==> config.mk <==
export PLATFORM = sky130hd
export DESIGN_NAME = pattern_sig_engine
export DESIGN_NICKNAME = d
export VERILOG_FILES = /design/src/rtl/pattern_sig_pkg.sv /design/src/rtl/misr_reg.sv /design/src/rtl/pattern_sig_engine.sv
export SDC_FILE = /design/constraint.sdc
export NUM_CORES = 1
export LEC_CHECK = 0
export CAP_MARGIN = 30
export CELL_PAD_IN_SITES_DETAIL_PLACEMENT = 1
export CELL_PAD_IN_SITES_GLOBAL_PLACEMENT = 2
export CORE_ASPECT_RATIO = 2
export CORE_MARGIN = 10
export CORE_UTILIZATION = 43
export DETAILED_ROUTE_END_ITERATION = 6
export GPL_ROUTABILITY_DRIVEN = 0
export PLACE_DENSITY = 0.86
export SLEW_MARGIN = 25
export SYNTH_ARGS = -nofsm -noshare
export SYNTH_HDL_FRONTEND = slang
export SYNTH_SLANG_ARGS = --single-unit
export TNS_END_PERCENT = 10
==> constraint.sdc <==
create_clock -name clk -period 6.6 [get_ports clk]
set_input_delay 0.99 -clock clk [delete_from_list [all_inputs] [get_ports clk]]
set_output_delay 0.99 -clock clk [all_outputs]
set_load 0.005 [all_outputs]
==> src/rtl/pattern_sig_pkg.sv <==
// Shared types and defaults for the pattern/signature engine.
// Holds the FSM state encoding plus the default MISR polynomial and seed.
package pattern_sig_pkg;
   typedef enum logic [1:0] {IDLE, APPLY, SAMPLE, DONE} state_t;
   localparam logic [31:0] DEF_POLY = 32'h04C11DB7;
   localparam logic [31:0] DEF_SEED = 32'h0000_0000;
endpackage

==> src/rtl/misr_reg.sv <==
// Multiple-input signature register: shift left, fold in POLY on MSB, xor the response.
// One-cycle update when en; seed_load has priority over en; no backpressure.
module misr_reg
   import pattern_sig_pkg::*;
#(
   parameter int              SIG_W = 32,
   parameter int              OUT_W = 26,
   parameter logic [SIG_W-1:0] POLY = SIG_W'(DEF_POLY)
) (
   input  logic             clk,
   input  logic             rst,
   input  logic             seed_load,
   input  logic [SIG_W-1:0] seed,
   input  logic             en,
   input  logic [OUT_W-1:0] din,
   output logic [SIG_W-1:0] q
);

   always_ff @(posedge clk or posedge rst) begin
      if (rst) begin
         q <= seed;
      end else if (seed_load) begin
         q <= seed;
      end else if (en) begin
         q <= {q[SIG_W-2:0], 1'b0} ^ (q[SIG_W-1] ? POLY : '0) ^ SIG_W'(din);
      end
   end

endmodule

==> src/rtl/pattern_sig_engine.sv <==
// Applies stored patterns to a CUT and compresses its responses into a MISR signature.
// Each pattern takes SETTLE+1 cycles; start/load are ignored while a run is in progress.
module pattern_sig_engine
   import pattern_sig_pkg::*;
#(
   parameter int              IN_W   = 60,
   parameter int              OUT_W  = 26,
   parameter int              DEPTH  = 8,
   parameter int              SETTLE = 1,
   parameter int              SIG_W  = 32,
   parameter logic [SIG_W-1:0] POLY  = SIG_W'(DEF_POLY),
   parameter logic [SIG_W-1:0] SEED  = SIG_W'(DEF_SEED),
   localparam int             AW     = $clog2(DEPTH),
   localparam int             CW     = AW + 1
) (
   input  logic             clk,
   input  logic             rst,
   input  logic             load_en,
   input  logic [AW-1:0]    load_addr,
   input  logic [IN_W-1:0]  load_data,
   input  logic             start,
   input  logic [CW-1:0]    pat_cnt,
   input  logic [SIG_W-1:0] golden_sig,
   output logic [IN_W-1:0]  cut_in,
   input  logic [OUT_W-1:0] cut_out,
   output logic             busy,
   output logic             done,
   output logic             pass,
   output logic [SIG_W-1:0] sig,
   output logic [AW-1:0]    cur_index
);

   localparam int SW = (SETTLE > 1) ? $clog2(SETTLE) : 1;

   state_t          state;
   logic [CW-1:0]   cnt_lat;
   logic [SW-1:0]   settle_cnt;
   logic [IN_W-1:0] mem [DEPTH];

   logic            running;
   logic            accept;
   logic            last_pat;
   logic [CW-1:0]   cnt_sat;

   assign running  = (state == APPLY) || (state == SAMPLE);
   assign accept   = ((state == IDLE) || (state == DONE)) && start;
   assign cnt_sat  = (pat_cnt > CW'(DEPTH)) ? CW'(DEPTH) : pat_cnt;
   assign last_pat = ({1'b0, cur_index} == (cnt_lat - CW'(1)));

   // Pattern storage is deliberately outside the reset domain so it survives rst.
   always_ff @(posedge clk) begin
      if (load_en && !running) begin
         mem[load_addr] <= load_data;
      end
   end

   // The write lock above keeps mem[cur_index] stable for the whole pattern.
   assign cut_in = running ? mem[cur_index] : '0;
   assign pass   = done && (sig == golden_sig);

   always_ff @(posedge clk or posedge rst) begin
      if (rst) begin
         state      <= IDLE;
         cur_index  <= '0;
         cnt_lat    <= '0;
         settle_cnt <= '0;
         busy       <= 1'b0;
         done       <= 1'b0;
      end else begin
         case (state)
            IDLE, DONE: begin
               if (start) begin
                  cur_index  <= '0;
                  cnt_lat    <= cnt_sat;
                  settle_cnt <= '0;
                  if (cnt_sat == '0) begin
                     state <= DONE;
                     busy  <= 1'b0;
                     done  <= 1'b1;
                  end else begin
                     state <= APPLY;
                     busy  <= 1'b1;
                     done  <= 1'b0;
                  end
               end
            end
            APPLY: begin
               if (settle_cnt == SW'(SETTLE - 1)) begin
                  settle_cnt <= '0;
                  state      <= SAMPLE;
               end else begin
                  settle_cnt <= settle_cnt + 1'b1;
               end
            end
            SAMPLE: begin
               if (last_pat) begin
                  state <= DONE;
                  busy  <= 1'b0;
                  done  <= 1'b1;
               end else begin
                  cur_index <= cur_index + 1'b1;
                  state     <= APPLY;
               end
            end
            default: begin
               state <= IDLE;
               busy  <= 1'b0;
               done  <= 1'b0;
            end
         endcase
      end
   end

   misr_reg #(
      .SIG_W (SIG_W),
      .OUT_W (OUT_W),
      .POLY  (POLY)
   ) u_misr (
      .clk       (clk),
      .rst       (rst),
      .seed_load (accept),
      .seed      (SEED),
      .en        (state == SAMPLE),
      .din       (cut_out),
      .q         (sig)
   );

endmodule

==> impl_metrics.csv <==
group,metric,value,unit
timing,period_share,64.9,%
setup_path,worstPathCellList,"buf_4, mux4_2, mux2i_1, nor2_1, clkdlybuf4s50_1",
drt,drc,0,
timing,setup_tns,0,ns
setup_path,crit-reg2reg-launch,"state[0]",
setup_path,cp.required,5.61,ns
synthesis,synth_area_per_cell,19.9,sq um
synthesis,synth_flop_cell,"edfxtp_1",
synthesis,synth_edf_count,480,
timing,max_freq,233,MHz
global_route,grt_pass1_vias,11894,
floorplan,ios,227,
power,power_frac_clock,25.8,%
setup_path,crit_family,"buffers and inverters",
synthesis,ys_ff_latch,523,
synthesis,ys_warn_count,0,
synthesis,synth_top_area_share,69.1,%
floorplan,die_h,331,um
power,p_leak,7.88,nW
synthesis,syn_nets,1180,
global_route,grt_pass1_wl,77.4,mm
timing,rsz0062_at_grt,"no",
drt,firstDrtPassIters,4,
global_route,use_met3,3.22,%
floorplan,start_util,43.2,%
clock_tree,cts_sinks,523,
finish,fin_util,52.6,%
timing,tightest_slew,0.933,ns
power,powerDensity,387,nW/um^2
timing,hold_violations,0,
floorplan,rows,114,
setup_path,critical_path.max_stage_delay,0.75,ns
synthesis,synthCells,1046,
setup_path,crit_type,"flip-flop to primary output",
synthesis,synth_area_leader_cell,"edfxtp_1",
global_route,grt_max_degree,61,
finish,layout.nets,1420,
power,p_int,6.91,mW
setup_path,crit_cells,5,
run_status,status,"finished clean",
setup_path,cp-start-kind,"flip-flop",
setup_path,worstPathArrival,3.30,ns
synthesis,synthTopCellsByArea,"edfxtp_1 (69%), mux4_2 (13%), dfrtp_1 (5.2%)",
synthesis,synthArstFlopShare,8.22,%
finish,synthToLayoutAreaGrowth,21.7,%
global_route,grt.met2_usage,32.2,%
setup_path,slowest_stage,"dfrtp_4",
timing,setup_viol,0,
global_route,busiest_layer,"met2",
place,dp_hpwl,32.0,mm
floorplan,die_w,176,um
setup_path,timing.rr.end,"mem[3][8]",
timing,finalCriticalPeriod,4.29,ns
timing,maxSlewHeadroom,37.8,%
global_route,met1_usage,20.1,%
timing,maxSlewViolCount,0,
setup_path,cp-endpoint,"cut_in[34]",
power,power_switching,2.91,mW
drt,vias,10572,
floorplan,die_area,58200,sq um
drt,vias_per_cell,5.39,
floorplan,coreArea,48200,sq um
setup_path,worst-path-buf-inv,2,
power,max-vdd-ir-drop,0.252,mV
power,p_seq_share,42.6,%
finish,layout-drive-gt1-share,16.6,%
global_route,grt.overflow.total,0,
synthesis,yosysSeqAreaShare,74.3,%
drt,detail-route-antenna-nets,0,
clock_tree,cts_setup_buffers,0,
setup_path,cp_max_fo,26,
drt,wl,51.4,mm
run,cap_viol_max_count,0,
global_route,antenna_found_initial,6,
clock_tree,clkTransAtPathRegs,0.07,ns
synthesis,yosysUniqueCellTypes,37,
global_route,grtUsageTotal,17.6,%
clock_tree,clk_latency,0.56,ns
clock_tree,cts-htree-levels,2,
power,combPwrFrac,31.6,%
clock_tree,cts_buffers,45,
hold_path,hold_class,"flip-flop to flip-flop",
setup_path,rr_worst_depth,6,
drt,dr.first_iter.drc_count,681,
clock_tree,cts_tree,"yes",
setup_path,crit_path_start,"cur_index[0]",
clock_tree,ctsHoldBuffers,0,
clock_tree,cts_buffer_depth,3,
drt,post_drt_wl_per_cell,26.2,um
timing,skew,0.0139,ns
setup_path,end_kind,"primary output",
place,io_buffers,226,
power,swShare,29.6,%
synthesis,syn_area,20800,sq um
clock_tree,cts_root_buf,"clkbuf_16",
setup_path,timing.reg2reg.setup_slack,2.87,ns
clock_tree,cts_resized,0,
-- kinds of logic after synthesis --
logic type                 count (synthesis)  share of synthesized area (%)
and+or+nand+nor                          152                           3.17
buffers and inverters                     63                           1.28
xor gates and xnor gates                  74                           3.11
DFF                                      523                           74.3
adders and majority gates                  5                          0.300
muxes                                    198                           16.7
AOI/OAI and AO/OA                         31                           1.12
-- registers in the layout, indices dropped and copies added, names as in the netlist --
signal,count
mem,480
u_misr.q,32
cnt_lat,4
cur_index,3
state,2
busy,1
done,1
-- cells in the mapped netlist (2+ instances only) --
cell      number
a211oi_1      15
o21ai_1        3
or4_1          2
dfrtp_1       43
o21ai_0        5
mux4_2       120
nor2_1       104
nand3b_1       5
inv_1          7
nand4_1        8
buf_1          9
clkbuf_1      30
a21oi_1        2
nand3_1        4
nand2b_1       2
nand2_1       16
ha_1           5
mux2i_1       78
xor2_1         5
nor4_1         3
xnor2_1       69
edfxtp_1     480
buf_2         15
nor3_1         3
-- layout make-up --
| cell class | count | area, sq um |
|---|---|---|
| fill | 4450 | 22800 |
| sequential | 523 | 15500 |
| multi-input combinational | 460 | 5160 |
| timing repair buffer | 249 | 2490 |
| clock buffer | 57 | 1170 |
| tap | 638 | 798 |
| clock inverter | 24 | 214 |
| inverter | 7 | 26.3 |
| antenna | 4 | 10.0 |
-- power by group through the flow --
stage	sequential [mW]	clock [mW]	combinational, mW
after floorplan	4.12	0	1.74
after global placement	4.30	0	3.05
after detailed placement	4.26	0	3.17
after CTS	4.19	2.60	3.19
after global routing	4.22	2.72	3.36
final	4.18	2.54	3.10
-- routing by layer --
metal / vias up / share of wire, %
li1: 4644 / -
met1: 5569 / 38
met2: 302 / 54
met3: 53 / 5.0
met4: 4 / 2.2
met5: - / 0.056
-- worst min-delay path by stage --
| stage | start | endpoint | slack (ns) | depth (start not counted) |
|---|---|---|---|---|
| final | cnt_lat[2] | cnt_lat[2] | 0.54 | 2 |
| after global routing | cnt_lat[2] | cnt_lat[2] | 0.57 | 2 |
| after CTS | cnt_lat[2] | cnt_lat[2] | 0.54 | 2 |
| after detailed placement | cnt_lat[2] | cnt_lat[2] | 0.53 | 2 |
| after global placement | cnt_lat[2] | cnt_lat[2] | 0.50 | 2 |
| after floorplan | cnt_lat[2] | cnt_lat[2] | 0.46 | 2 |
-- stage by stage --
stage	cells	cell area [sq um]	total power [mW]	setup WS, ns	hold slack (ns)
global route	1961	25400	10.3	2.01	0.572
global placement	1876	23900	7.35	2.42	0.497
CTS	1958	25400	9.99	2.13	0.545
finish	1962	25400	9.82	2.31	0.540
detailed placement	1877	24000	7.43	2.49	0.533
floorplan	1046	20800	5.86	0.552	0.464
-- cells in the final DEF, fill, tap and decap left out, types with 2 or more instances in the layout --
cell type        instances
a21oi_1                  2
inv_6                    4
clkinv_1                 7
nor3_2                   2
buf_12                   2
a211oi_1                15
nand3b_1                 5
nand2_1                 16
edfxtp_1               480
buf_6                    2
clkdlybuf4s50_1        226
nor2_1                  98
clkinv_2                 7
xnor2_1                 69
inv_1                    7
diode_2                  4
or4_1                    2
clkbuf_16               45
nor2_4                   6
dfrtp_4                  3
o21ai_0                  5
ha_1                     4
nand2b_1                 2
nor4_1                   3
nand3_1                  4
clkbuf_1                12
mux4_2                 120
o21ai_1                  3
xor2_1                   5
buf_4                   18
dfrtp_1                 40
mux2i_1                 78
nand4_1                  8
bufinv_16                3
-- worst reg2reg max path, cell delays in order, from the launching register on --
cell,delay [ns]
dfrtp_1,0.40
inv_1,0.09
ha_4,0.58
buf_4,0.61
nand2_1,0.38
nor2_4,0.77
buf_4,0.54
Power figures use the tool's default switching activity.
